==> src/rtl/jtag_pkg.sv <==
// jtag_pkg: shared types and constants for the JTAG command sequencer.
// Contents:
//   state_type     - sequencer FSM states
//   cmd_mode       - command mode encoding (2'b11 is illegal and has no member)
//   ID_INSTRUCTION - IDCODE opcode for a 10-bit instruction register
package jtag_pkg;

    typedef enum logic [2:0] {
        ST_IDLE,
        ST_WR_IR,
        ST_WR_DR,
        ST_KICK,
        ST_WAIT_HI,
        ST_WAIT_LO,
        ST_DONE
    } state_type;

    typedef enum logic [1:0] {
        MODE_IR    = 2'b00,
        MODE_DR    = 2'b01,
        MODE_IR_DR = 2'b10
    } cmd_mode;

    localparam logic [9:0] ID_INSTRUCTION = 10'h006;

endpackage

==> src/rtl/jtag_seq_wdog.sv <==
// jtag_seq_wdog: busy watchdog counter for jtag_seq.
// Ports:
//   clk, rst_n  - clock, synchronous active-low reset
//   run_i       - sequencer is waiting on busy
//   clr_i       - sequencer changes state this cycle; restart the count
//   expired_o   - TIMEOUT_CYCLES cycles spent in the current wait state
module jtag_seq_wdog #(
    parameter int TIMEOUT_CYCLES = 1024
) (
    input  logic clk,
    input  logic rst_n,
    input  logic run_i,
    input  logic clr_i,
    output logic expired_o
);

    localparam int CW = $clog2(TIMEOUT_CYCLES + 1);

    logic [CW-1:0] cnt_q, cnt_d;

    always_comb begin
        cnt_d     = (run_i && !clr_i) ? cnt_q + CW'(1) : '0;
        expired_o = run_i && (cnt_q == CW'(TIMEOUT_CYCLES - 1));
    end

    always_ff @(posedge clk) begin
        if (!rst_n) cnt_q <= '0;
        else        cnt_q <= cnt_d;
    end

endmodule

==> src/rtl/jtag_seq.sv <==
// jtag_seq: JTAG command sequencer feeding the instruction/data FIFOs and
// kicking the shift engine, then tracking busy until the command completes.
// Optional busy watchdog: define JTAG_SEQ_TIMEOUT_EN.
// Ports:
//   clk, rst_n                        - clock, synchronous active-low reset
//   cmd_valid/cmd_ready               - command handshake
//   cmd_mode, cmd_ir, cmd_len         - command fields (mode, IR value, DR word count)
//   din, din_valid/din_ready          - DR word stream
//   op, work, busy                    - shift engine start pulse / op select / activity
//   wdata_instruction, wr_instruction - instruction FIFO write port
//   full_instruction, usedw_instruction
//   wdata_data, wr_data               - data FIFO write port
//   full_data, usedw_data
//   done, err                         - completion / reject-or-abort pulses
module jtag_seq
    import jtag_pkg::*;
#(
    parameter int DATA_INSTRUCTION = 10,
    parameter int DATA_FIFO        = 8,
    parameter int FIFO_DEPTH       = 16,
    parameter int MAX_WORDS        = 16,
    parameter int TIMEOUT_CYCLES   = 1024
) (
    input  logic                               clk,
    input  logic                               rst_n,
    input  logic                               cmd_valid,
    output logic                               cmd_ready,
    input  logic [1:0]                         cmd_mode,
    input  logic [DATA_INSTRUCTION-1:0]        cmd_ir,
    input  logic [$clog2(MAX_WORDS+1)-1:0]     cmd_len,
    input  logic [DATA_FIFO-1:0]               din,
    input  logic                               din_valid,
    output logic                               din_ready,
    output logic                               op,
    output logic                               work,
    input  logic                               busy,
    output logic [DATA_INSTRUCTION-1:0]        wdata_instruction,
    output logic                               wr_instruction,
    input  logic                               full_instruction,
    input  logic [$clog2(FIFO_DEPTH)-1:0]      usedw_instruction,
    output logic [DATA_FIFO-1:0]               wdata_data,
    output logic                               wr_data,
    input  logic                               full_data,
    input  logic [$clog2(FIFO_DEPTH)-1:0]      usedw_data,
    output logic                               done,
    output logic                               err
);

    localparam int LW = $clog2(MAX_WORDS + 1);
    localparam int UW = $clog2(FIFO_DEPTH);

    state_type                   state_q, state_d;
    jtag_pkg::cmd_mode           mode_q, mode_d;
    logic [DATA_INSTRUCTION-1:0] ir_q, ir_d, wdata_ir_q, wdata_ir_d;
    logic [DATA_FIFO-1:0]        wdata_dr_q, wdata_dr_d;
    logic [LW-1:0]               rem_q, rem_d;
    logic                        op_q, op_d, err_q, err_d;
    logic                        wr_ir_q, wr_ir_d, wr_dr_q, wr_dr_d;
    logic                        illegal;

`ifdef JTAG_SEQ_TIMEOUT_EN
    logic wd_expired;
    logic unused_ok;
    assign unused_ok = ^usedw_instruction;

    jtag_seq_wdog #(.TIMEOUT_CYCLES(TIMEOUT_CYCLES)) u_wdog (
        .clk       (clk),
        .rst_n     (rst_n),
        .run_i     (state_q == ST_WAIT_HI || state_q == ST_WAIT_LO),
        .clr_i     (state_d != state_q),
        .expired_o (wd_expired)
    );
`else
    logic unused_ok;
    assign unused_ok = ^{usedw_instruction, 32'(TIMEOUT_CYCLES)};
`endif

    // Two FIFO slots of headroom: one for the registered write already in
    // flight, one for the word accepted this cycle.
    assign din_ready = (state_q == ST_WR_DR) && (rem_q != '0) && !full_data &&
                       (usedw_data < UW'(FIFO_DEPTH - 2));
    assign cmd_ready = rst_n && (state_q == ST_IDLE);
    assign illegal   = (cmd_mode == 2'b11) || (cmd_len > LW'(MAX_WORDS)) ||
                       ((cmd_mode != MODE_IR) && (cmd_len == '0));

    always_comb begin
        state_d    = state_q;
        mode_d     = mode_q;
        ir_d       = ir_q;
        rem_d      = rem_q;
        op_d       = op_q;
        err_d      = 1'b0;
        wr_ir_d    = 1'b0;
        wdata_ir_d = wdata_ir_q;
        wr_dr_d    = 1'b0;
        wdata_dr_d = wdata_dr_q;
        case (state_q)
            ST_IDLE: if (cmd_valid && cmd_ready) begin
                mode_d = jtag_pkg::cmd_mode'(cmd_mode);
                ir_d   = cmd_ir;
                rem_d  = cmd_len;
                if (illegal) err_d   = 1'b1;
                else         state_d = (cmd_mode == MODE_DR) ? ST_WR_DR : ST_WR_IR;
            end
            ST_WR_IR: if (!full_instruction) begin
                wr_ir_d    = 1'b1;
                wdata_ir_d = ir_q;
                op_d       = 1'b0;
                state_d    = ST_KICK;
            end
            ST_WR_DR: begin
                if (din_ready && din_valid) begin
                    wr_dr_d    = 1'b1;
                    wdata_dr_d = din;
                    rem_d      = rem_q - LW'(1);
                end else if (rem_q == '0) begin
                    op_d    = 1'b1;
                    state_d = ST_KICK;
                end
            end
            // busy already high in the kick cycle counts as the acknowledgement
            ST_KICK:    state_d = busy ? ST_WAIT_LO : ST_WAIT_HI;
            ST_WAIT_HI: if (busy) state_d = ST_WAIT_LO;
            ST_WAIT_LO: if (!busy) state_d = (mode_q == MODE_IR_DR && !op_q) ? ST_WR_DR : ST_DONE;
            ST_DONE:    state_d = ST_IDLE;
            default:    state_d = ST_IDLE;
        endcase
`ifdef JTAG_SEQ_TIMEOUT_EN
        if (wd_expired) begin
            state_d = ST_IDLE;
            err_d   = 1'b1;
        end
`endif
    end

    always_ff @(posedge clk) begin
        if (!rst_n) begin
            state_q    <= ST_IDLE;
            mode_q     <= MODE_IR;
            ir_q       <= '0;
            rem_q      <= '0;
            op_q       <= 1'b0;
            err_q      <= 1'b0;
            wr_ir_q    <= 1'b0;
            wdata_ir_q <= '0;
            wr_dr_q    <= 1'b0;
            wdata_dr_q <= '0;
        end else begin
            state_q    <= state_d;
            mode_q     <= mode_d;
            ir_q       <= ir_d;
            rem_q      <= rem_d;
            op_q       <= op_d;
            err_q      <= err_d;
            wr_ir_q    <= wr_ir_d;
            wdata_ir_q <= wdata_ir_d;
            wr_dr_q    <= wr_dr_d;
            wdata_dr_q <= wdata_dr_d;
        end
    end

    assign op                = op_q;
    assign work              = (state_q == ST_KICK);
    assign done              = (state_q == ST_DONE);
    assign err               = err_q;
    assign wr_instruction    = wr_ir_q;
    assign wdata_instruction = wdata_ir_q;
    assign wr_data           = wr_dr_q;
    assign wdata_data        = wdata_dr_q;

endmodule

==> config.mk <==
export PLATFORM = sky130hd
export DESIGN_NAME = jtag_seq
export DESIGN_NICKNAME = d
export VERILOG_FILES = /design/src/rtl/jtag_pkg.sv /design/src/rtl/jtag_seq_wdog.sv /design/src/rtl/jtag_seq.sv
export SDC_FILE = /design/constraint.sdc
export NUM_CORES = 1
export LEC_CHECK = 0
export BUFFER_PORTS_ARGS = -buffer_cell sky130_fd_sc_hd__clkbuf_2
export CAP_MARGIN = 40
export CORE_ASPECT_RATIO = 0.75
export CORE_UTILIZATION = 40
export CTS_BUF_LIST = sky130_fd_sc_hd__clkbuf_4 sky130_fd_sc_hd__clkbuf_8
export DETAILED_ROUTE_END_ITERATION = 16
export GPL_ROUTABILITY_DRIVEN = 1
export PLACE_DENSITY = 0.67
export SYNTH_ARGS = -nofsm -noshare
export SYNTH_HDL_FRONTEND = slang
export SYNTH_HIERARCHICAL = 1
export SYNTH_SLANG_ARGS = --single-unit
==> constraint.sdc <==
create_clock -name clk -period 3.4 [get_ports clk]
set_input_delay 0.34 -clock clk [delete_from_list [all_inputs] [get_ports clk]]
set_output_delay 0.34 -clock clk [all_outputs]
set_load 0.02 [all_outputs]
**Word-level counts from Yosys, hierarchy flattened**

Index checks and enable logic that the tools add are counted.

- Reductions and logical operators: 28
- Bitwise logic cells: 1
- $add $sub $neg: 1
- Mux-type cells: 21
- Equality and inequality tests: 17
- $lt $le $gt $ge: 2

Operator list:

| cell | number |
|---|---|
| 2-to-1 mux 3 bit | 8 |
| one-hot mux 3 bit (6 select lines) | 1 |
| logical NOT 5 bit | 2 |
| 2-to-1 mux 5 bit | 2 |
| inequality test 2 bit, second input constant | 5 |
| one-hot mux 5 bit (2 select lines) | 1 |
| AND reduction 2 bit | 5 |
| equality test 3 bit, second input constant | 3 |
| logical AND 1 bit | 8 |
| 2-to-1 mux 1 bit | 7 |
| AND reduction 7 bit | 1 |
| equality test 3 x 2 -> 1 bit, second input constant | 2 |
| inequality test 2 x 1 -> 1 bit, second input constant | 3 |
| AND reduction 3 bit | 2 |
| nonzero test 2 bit | 3 |
| greater-than comparator 5 bit, second input constant | 1 |
| nonzero test 5 bit | 1 |
| subtractor 5 x 1 -> 5 bit, second input constant | 1 |
| equality test 2 bit, second input constant | 2 |
| < comparator 4 bit, second input constant | 1 |
| AND reduction 4 bit | 1 |
| equality test 3 x 1 -> 1 bit, second input constant | 1 |
| logical NOT 3 bit | 1 |
| equality test 2 x 1 -> 1 bit, second input constant | 1 |
| 5 further kinds | 7 |

- Output and inout port bits: 26
- Word-level logic and storage cells: 80
- Bits in registers: 42
- Input bits: 40

**Longest topological paths before layout**

Gate-level depths: netlist (run 1).

- Word-level depth: 7
- Gate-level depth with buffers: 7

**Worst setup path after synthesis (run 1)**

Ideal clock, no wire load.

- Path kind: reg-to-reg
- Start: register rem_q[0]
- End: register rem_q[0]
- Arrival time: 1666 ps
- Path slack: 1676 ps
- Library setup time: 58 ps
- Period minus slack after synthesis: 1724 ps
- Stages on the path, launching flop included: 7
- Path through: dfxtp_1 -> inv_1 -> ha_1 -> or4b_1 -> and3_1 -> a21oi_2 -> o221a_2

- Word-level cells in the longest chain between the ends: 7
- Elaborated cells on any way between the ends: 10
- Those cells by class: add/sub (1); eq/ne (1); mux (2); reduce/logical (6)

RTL lines:

| element | line | source |
|---|---|---|
| start: declaration | jtag_seq.sv:56 | `logic [LW-1:0] rem_q, rem_d;` |
| start signal: assignment | jtag_seq.sv:152 | `rem_q <= rem_d;` |
| nonzero test 5 bit | jtag_seq.sv:80 | `assign din_ready = (state_q == ST_WR_DR) && (rem_q != '0) && !full_data &&` |
| logical AND 1 bit (3 in a row) | jtag_seq.sv:80 |  |
| named net din_ready | jtag_seq.sv:33 | `output logic din_ready,` |
| logical AND 1 bit | jtag_seq.sv:112 | `if (din_ready && din_valid) begin` |
| inequality test 2 x 1 -> 1 bit (no source line) | n/a |  |
| AND reduction 3 bit (no source line) | n/a |  |

The timed path passes the listed nets, and every way through them passes these cells. The select of a mux whose other input is x is not followed.
A chain may end at the register's enable or synchronous reset.

**Final worst setup path (run 1)**

- Start: register state_q[1]
- End: register rem_q[1]

- Word-level cells in the longest chain between the ends: 7
- Elaborated cells on any way between the ends: 13
- Those cells by class: eq/ne (3); mux (1); reduce/logical (9)

RTL lines:

| element | line | source |
|---|---|---|
| start: declaration | jtag_seq.sv:52 | `state_type state_q, state_d;` |
| start signal: assignment | jtag_seq.sv:149 | `state_q <= state_d;` |
| equality test 3 x 2 -> 1 bit | jtag_seq.sv:80, jtag_seq.sv:97 |  |
| logical AND 1 bit (3 in a row) | jtag_seq.sv:80 |  |
| logical AND 1 bit | jtag_seq.sv:112 |  |
| inequality test 2 x 1 -> 1 bit (no source line) | n/a |  |
| AND reduction 3 bit (no source line) | n/a |  |

Several ways; a longest one is shown, not always the timed one.

==> impl_metrics.tcl, run 1 <==
set metrics [dict create \
    io_pins 66 \
    critPathLaunchType "flop" \
    drive_gt1_frac 0.289 \
    synth_compound_area_frac 0.142 \
    grt_busiest_layer "met2" \
    powerDensity_mw_per_mm2 472 \
    totalPowerFinal_mw 1.07 \
    slew_viol_final 0 \
    htreeDepth 2 \
    grt_max_degree 23 \
    met2_usage 0.288 \
    wl_per_cell_um 12.4 \
    power.leakage_nw 1.08 \
    initial_core_util 0.435 \
    grt_usage 0.184 \
    holdWs_ns 0.231 \
    outcome "finished, final reports clean" \
    clkPwrFrac 0.373 \
    fin_nets 318 \
    min_path_type "primary input to flop" \
    synthTopCellsByCount "nand2_1 (53), dfxtp_1 (42), nor2_1 (20), a21oi_1 (14), nand3_1 (12)" \
    cts_buffers 5 \
    gp_congestion 0.784 \
    drtAntennaViolNets 0 \
    switching_power_mw 0.259 \
    period_needed_ns 2.08 \
    antenna_found_initial 0 \
    yosys.area.top_type "dfxtp_1" \
    crit_type "flop to flop" \
    tns_ns 0 \
    tightest_slew_ns 0.631 \
    rows 20 \
    ys.flop_type "dfxtp_1" \
    vias_per_cell 5.08 \
    synth_edf_count 0 \
    synth_cell_types 44 \
    max_slew_margin 0.577 \
    grt_pass1_vias 1482 \
    syn2layout_area_growth_pct 24.0 \
    synth-xor-area-share 0.00479 \
    grtUsageMet1 0.239 \
    fin_skew_ns 0.00665 \
    path_clk_slew_ns 0.08 \
    cts_sinks 42 \
    cp-end-kind "flop" \
    diodes 0 \
    grt_pass1_wl_um 6690 \
    synth_most_common_cell "nand2_1" \
    cts.path.max_buffers 2 \
    setup_violations 0 \
    dp.cells 324 \
    synth-simple-area-share 0.276 \
    post-cts-setup-buffers 0 \
    cts_resized 0 \
    pwr-share-seq 0.498 \
    hold_buffers 0 \
    fin_util 0.539 \
    synthCells 219 \
    fin_cells 332 \
    ys_seq_area_frac 0.460 \
    synthArstFlopShare 0 \
    fin_crit_sh 0.613 \
    cts_tree "built" \
    drt_iter0_markers 67 \
    fmax_mhz 480 \
    core_area_mm2 0.00420 \
    ir_drop_v 0.000192 \
    worst-endpoint-arrival_ns 2.31 \
    critPathMaxFanout 16 \
    synth_top_family_by_area "simple AND/OR/NAND/NOR gates" \
    insertion_delay_ns 0.29 \
    yosys.area_share.adder 0.0137 \
    synth_nets 261 \
    routed-via-count 1688 \
    portBuffers 60 \
    ctsRootBufferMaster "clkbuf_8" \
    use_met3 0.0586 \
    synth.area.top_cells "dfxtp_1 (46%), nand2_1 (11%), mux2i_1 (5.5%)" \
    gr-total-overflow 0 \
    yosys_warnings 6 \
    synth_area_per_cell_um2 8.35 \
    dieArea_mm2 0.00485 \
    hold_viol 0 \
    maxCapViolCount 0 \
    drc 0 \
    netlist_area_mm2 0.00183 \
    die_y_um 60.5 \
    dp_hpwl_um 2830 \
    drt_wl_total_um 4100 \
    required_ns 3.63 \
    rsz0062_at_grt "no" \
    pwr-share-comb 0.129 \
    die_w_um 80.1 \
    swShare 0.242 \
    synthMuxAreaShare 0.0548 \
    synth_top_area_frac 0.460 \
    synth-seq-cells 42 \
    intPower_mw 0.811 \
    firstDrtPassIters 5 \
]
-- final cells by class --
| cell class | count | area, um2 |
|---|---|---|
| timing repair buffer | 63 | 323 |
| clock inverter | 1 | 30.0 |
| multi-input combinational | 158 | 898 |
| sequential | 42 | 841 |
| tap | 55 | 68.8 |
| fill | 425 | 1940 |
| inverter | 6 | 22.5 |
| clock buffer | 7 | 83.8 |
-- kinds of logic after synthesis --
group | count (synthesis)
DFF | 42
muxes | 10
adders and majority gates | 2
buffers and inverters | 19
AOI/OAI and AO/OA | 39
and+or+nand+nor | 106
xor gates and xnor gates | 1
-- power groups by stage --
| stage | Combinational [mW] | Sequential [mW] | Clock [mW] |
|---|---|---|---|
| floorplan | 0.0946 | 0.541 | 0 |
| global placement | 0.138 | 0.543 | 0 |
| detailed placement | 0.138 | 0.544 | 0 |
| CTS | 0.139 | 0.532 | 0.412 |
| global route | 0.155 | 0.536 | 0.432 |
| finish | 0.138 | 0.532 | 0.399 |
-- cells in the final DEF, fill, tap and decap left out, types with 5 or more instances in the layout --
| cell type | count |
|---|---|
| clkbuf_8 | 5 |
| inv_1 | 5 |
| dfxtp_1 | 42 |
| clkbuf_2 | 60 |
| o21ai_0 | 5 |
| nor2_1 | 20 |
| nand3_1 | 12 |
| mux2i_1 | 10 |
| a21oi_1 | 14 |
| nand2_1 | 53 |
-- final timing paths --
check	startpoint	end	slack (ns)	cells past startpoint
worst min-delay path	cmd_ir[2]	ir_q[2]$_SDFFE_PN0P_	0.23	3
worst min register to register	ir_q[9]$_SDFFE_PN0P_	wdata_instruction[9]$_SDFFE_PN0P_	0.45	2
worst max register to register	state_q[1]$_SDFFE_PN0P_	rem_q[1]$_SDFFE_PN0P_	1.32	5
worst max-delay path	state_q[1]$_SDFFE_PN0P_	rem_q[1]$_SDFFE_PN0P_	1.32	5
-- stage by stage --
step / setup WS (ns) / instance area (um2)
after floorplan: 1.68 / 1830
after global placement: 1.34 / 2150
after detailed placement: 1.33 / 2150
after CTS: 1.31 / 2270
after global routing: 1.14 / 2270
final: 1.32 / 2270
-- worst max-delay path: stages, from the launching register on --
cell and delay [ns]:
dfxtp_1 0.51, nor3b_2 0.22, buf_4 0.24, nand4_2 0.46
a221o_1 0.45, a21oi_1 0.14
-- routing by layer --
layer	part of all wire	wire, um	vias to the layer above
met5	0	0	-
met1	0.48	1960	758
met2	0.44	1800	60
li1	-	-	866
met3	0.077	314	4
met4	0.0076	31	0
-- flip-flops by register name, summed over array words and instances, names as in the netlist --
| register | flops |
|---|---|
| ir_q | 10 |
| wdata_instruction | 10 |
| wdata_data | 8 |
| rem_q | 5 |
| state_q | 3 |
| mode_q | 2 |
| err | 1 |
| op | 1 |
| wr_data | 1 |
| wr_instruction | 1 |
No activity file was read; power rests on OpenSTA's default activity.
==> run 2, diff against run 1 <==
Clock period 3.4 ns to 2.02 ns, I/O delays scaled along.
==> impl_metrics.tcl, run 2 (same netlist as run 1, synthesis figures left out) <==
set metrics [dict create \
    layout_commonest_cell "clkbuf_2" \
    rr_endpoint "rem_q[1]$_SDFFE_PN0P_" \
    htreeDepth 2 \
    dieArea_mm2 0.00485 \
    final_cell_area_mm2 0.00234 \
    max_slew_margin 0.688 \
    path_clk_slew_ns 0.08 \
    wl_met1_um 1980 \
    cts_sinks 42 \
    grt_pass1_vias 1546 \
    startpoint "rem_q[0]$_SDFFE_PN0P_" \
    hold_start "cmd_ir[6]" \
    met3_length_um 288 \
    post-cts-setup-buffers 0 \
    grt_max_degree 22 \
    routed-via-count 1712 \
    slowest_stage "or4b_4" \
    syn2layout_area_growth_pct 27.9 \
    tns_ns 0 \
    setup_violations 0 \
    cts.path.max_buffers 2 \
    crit_chain "inv_1 -> ha_1 -> or4b_4 -> and3_1 -> clkbuf_2" \
    gp_congestion 0.797 \
    initial_core_util 0.435 \
    portBuffers 60 \
    holdWs_ns 0.101 \
    layout_common_cells "clkbuf_2 (60), nand2_1 (53), dfxtp_1 (41)" \
    fin_crit_sh 0.946 \
    endpoint "din_ready" \
    path_buf_inv 2 \
    slew_viol_final 0 \
    maxCapViolCount 0 \
    cts_buffers 5 \
    fin_skew_ns 0.00585 \
    critPathLaunchType "flop" \
    r2r_slack_ns 0.24 \
    io_pins 66 \
    critPathTopFamily "simple AND/OR/NAND/NOR gates" \
    reg2reg_from "state_q[1]$_SDFFE_PN0P_" \
    dpl_cell_area_mm2 0.00222 \
    ir_drop_v 0.000418 \
    hold_viol 0 \
    fmax_mhz 523 \
    diodes 0 \
    period_needed_ns 1.91 \
    firstDrtPassIters 5 \
    vias_per_cell 5.05 \
    powerDensity_mw_per_mm2 776 \
    min_path_type "primary input to flop" \
    insertion_delay_ns 0.28 \
    dp_hpwl_um 3030 \
    critPathMaxFanout 4 \
    grt_pass1_wl_um 6810 \
    antenna_found_initial 0 \
    rsz0062_at_grt "no" \
    die_y_um 60.5 \
    drt_wl_total_um 4090 \
    drt_iter0_markers 72 \
    fin_util 0.556 \
    die_w_um 80.1 \
    highest_layer "met4" \
    rows 20 \
    cts_tree "built" \
    r2r_cells 4 \
    outcome "finished, final reports clean" \
    tightest_slew_ns 0.464 \
    worst-endpoint-arrival_ns 1.71 \
    power.leakage_nw 1.12 \
    fill_cells 412 \
    wl_met2_um 1800 \
    core_area_mm2 0.00420 \
    wl_per_cell_um 12.1 \
    cp-end-kind "output port" \
    crit_type "flop to output port" \
    drtAntennaViolNets 0 \
    fin_nets 325 \
    drc 0 \
    ctsRootBufferMaster "clkbuf_8" \
    cpPeakStageDelay_ns 0.49 \
    drive_gt1_frac 0.313 \
    gr-total-overflow 0 \
    grt_usage 0.184 \
    path_depth 5 \
    required_ns 1.82 \
]
## run 2: changes by cell type in the layout (fill, tap and decap cells not counted), sizes merged
cell  change
buf       +7
## run 2: worst min-delay path by stage
stage	end	depth (start not counted)
after detailed placement	ir_q[8]$_SDFFE_PN0P_	3
after global routing	ir_q[8]$_SDFFE_PN0P_	3
after floorplan	ir_q[0]$_SDFFE_PN0P_	2
final	ir_q[6]$_SDFFE_PN0P_	3
after global placement	ir_q[2]$_SDFFE_PN0P_	3
after CTS	ir_q[8]$_SDFFE_PN0P_	3
## run 2: metrics by stage
step                setup slack (ns)  total power, mW  instances
finish                         0.110             1.81        339
global route                  0.0221             1.90        339
CTS                           0.0637             1.83        339
detailed placement             0.211             1.16        331
global placement               0.216             1.16        331
floorplan                      0.296             1.07        219
## run 2: area by class of cell
class | instances | area (um2) | share of cell area
Tap cell | 55 | 68.8 | 0.0294
Timing Repair Buffer | 70 | 388 | 0.166
Clock inverter | 1 | 30.0 | 0.0128
Multi-Input combinational cell | 158 | 902 | 0.386
Inverter | 6 | 22.5 | 0.00964
Sequential cell | 42 | 842 | 0.360
Clock buffer | 7 | 83.8 | 0.0359
## run 2: worst min-delay path, stage by stage
cell and delay (ns):
clkbuf_2 0.08, nand2_1 0.04, nand2_1 0.04
## run 2: where the power goes
group          internal (mW)  total, mW  switching [mW]
Clock                  0.397      0.668           0.271
Combinational          0.114      0.251           0.137
Sequential             0.867      0.895          0.0279
## run 2: what timing repair did
item	CTS	global route
hold buffers	0	0
gates resized for setup	0	2
setup endpoints to repair	0	1
## run 2: metal layers
layer / track usage / vias to the layer above
met5: 0 / -
li1: - / 881
met1: 0.239 / 777
met2: 0.299 / 52
met4: 0.0485 / 0
met3: 0.0586 / 2
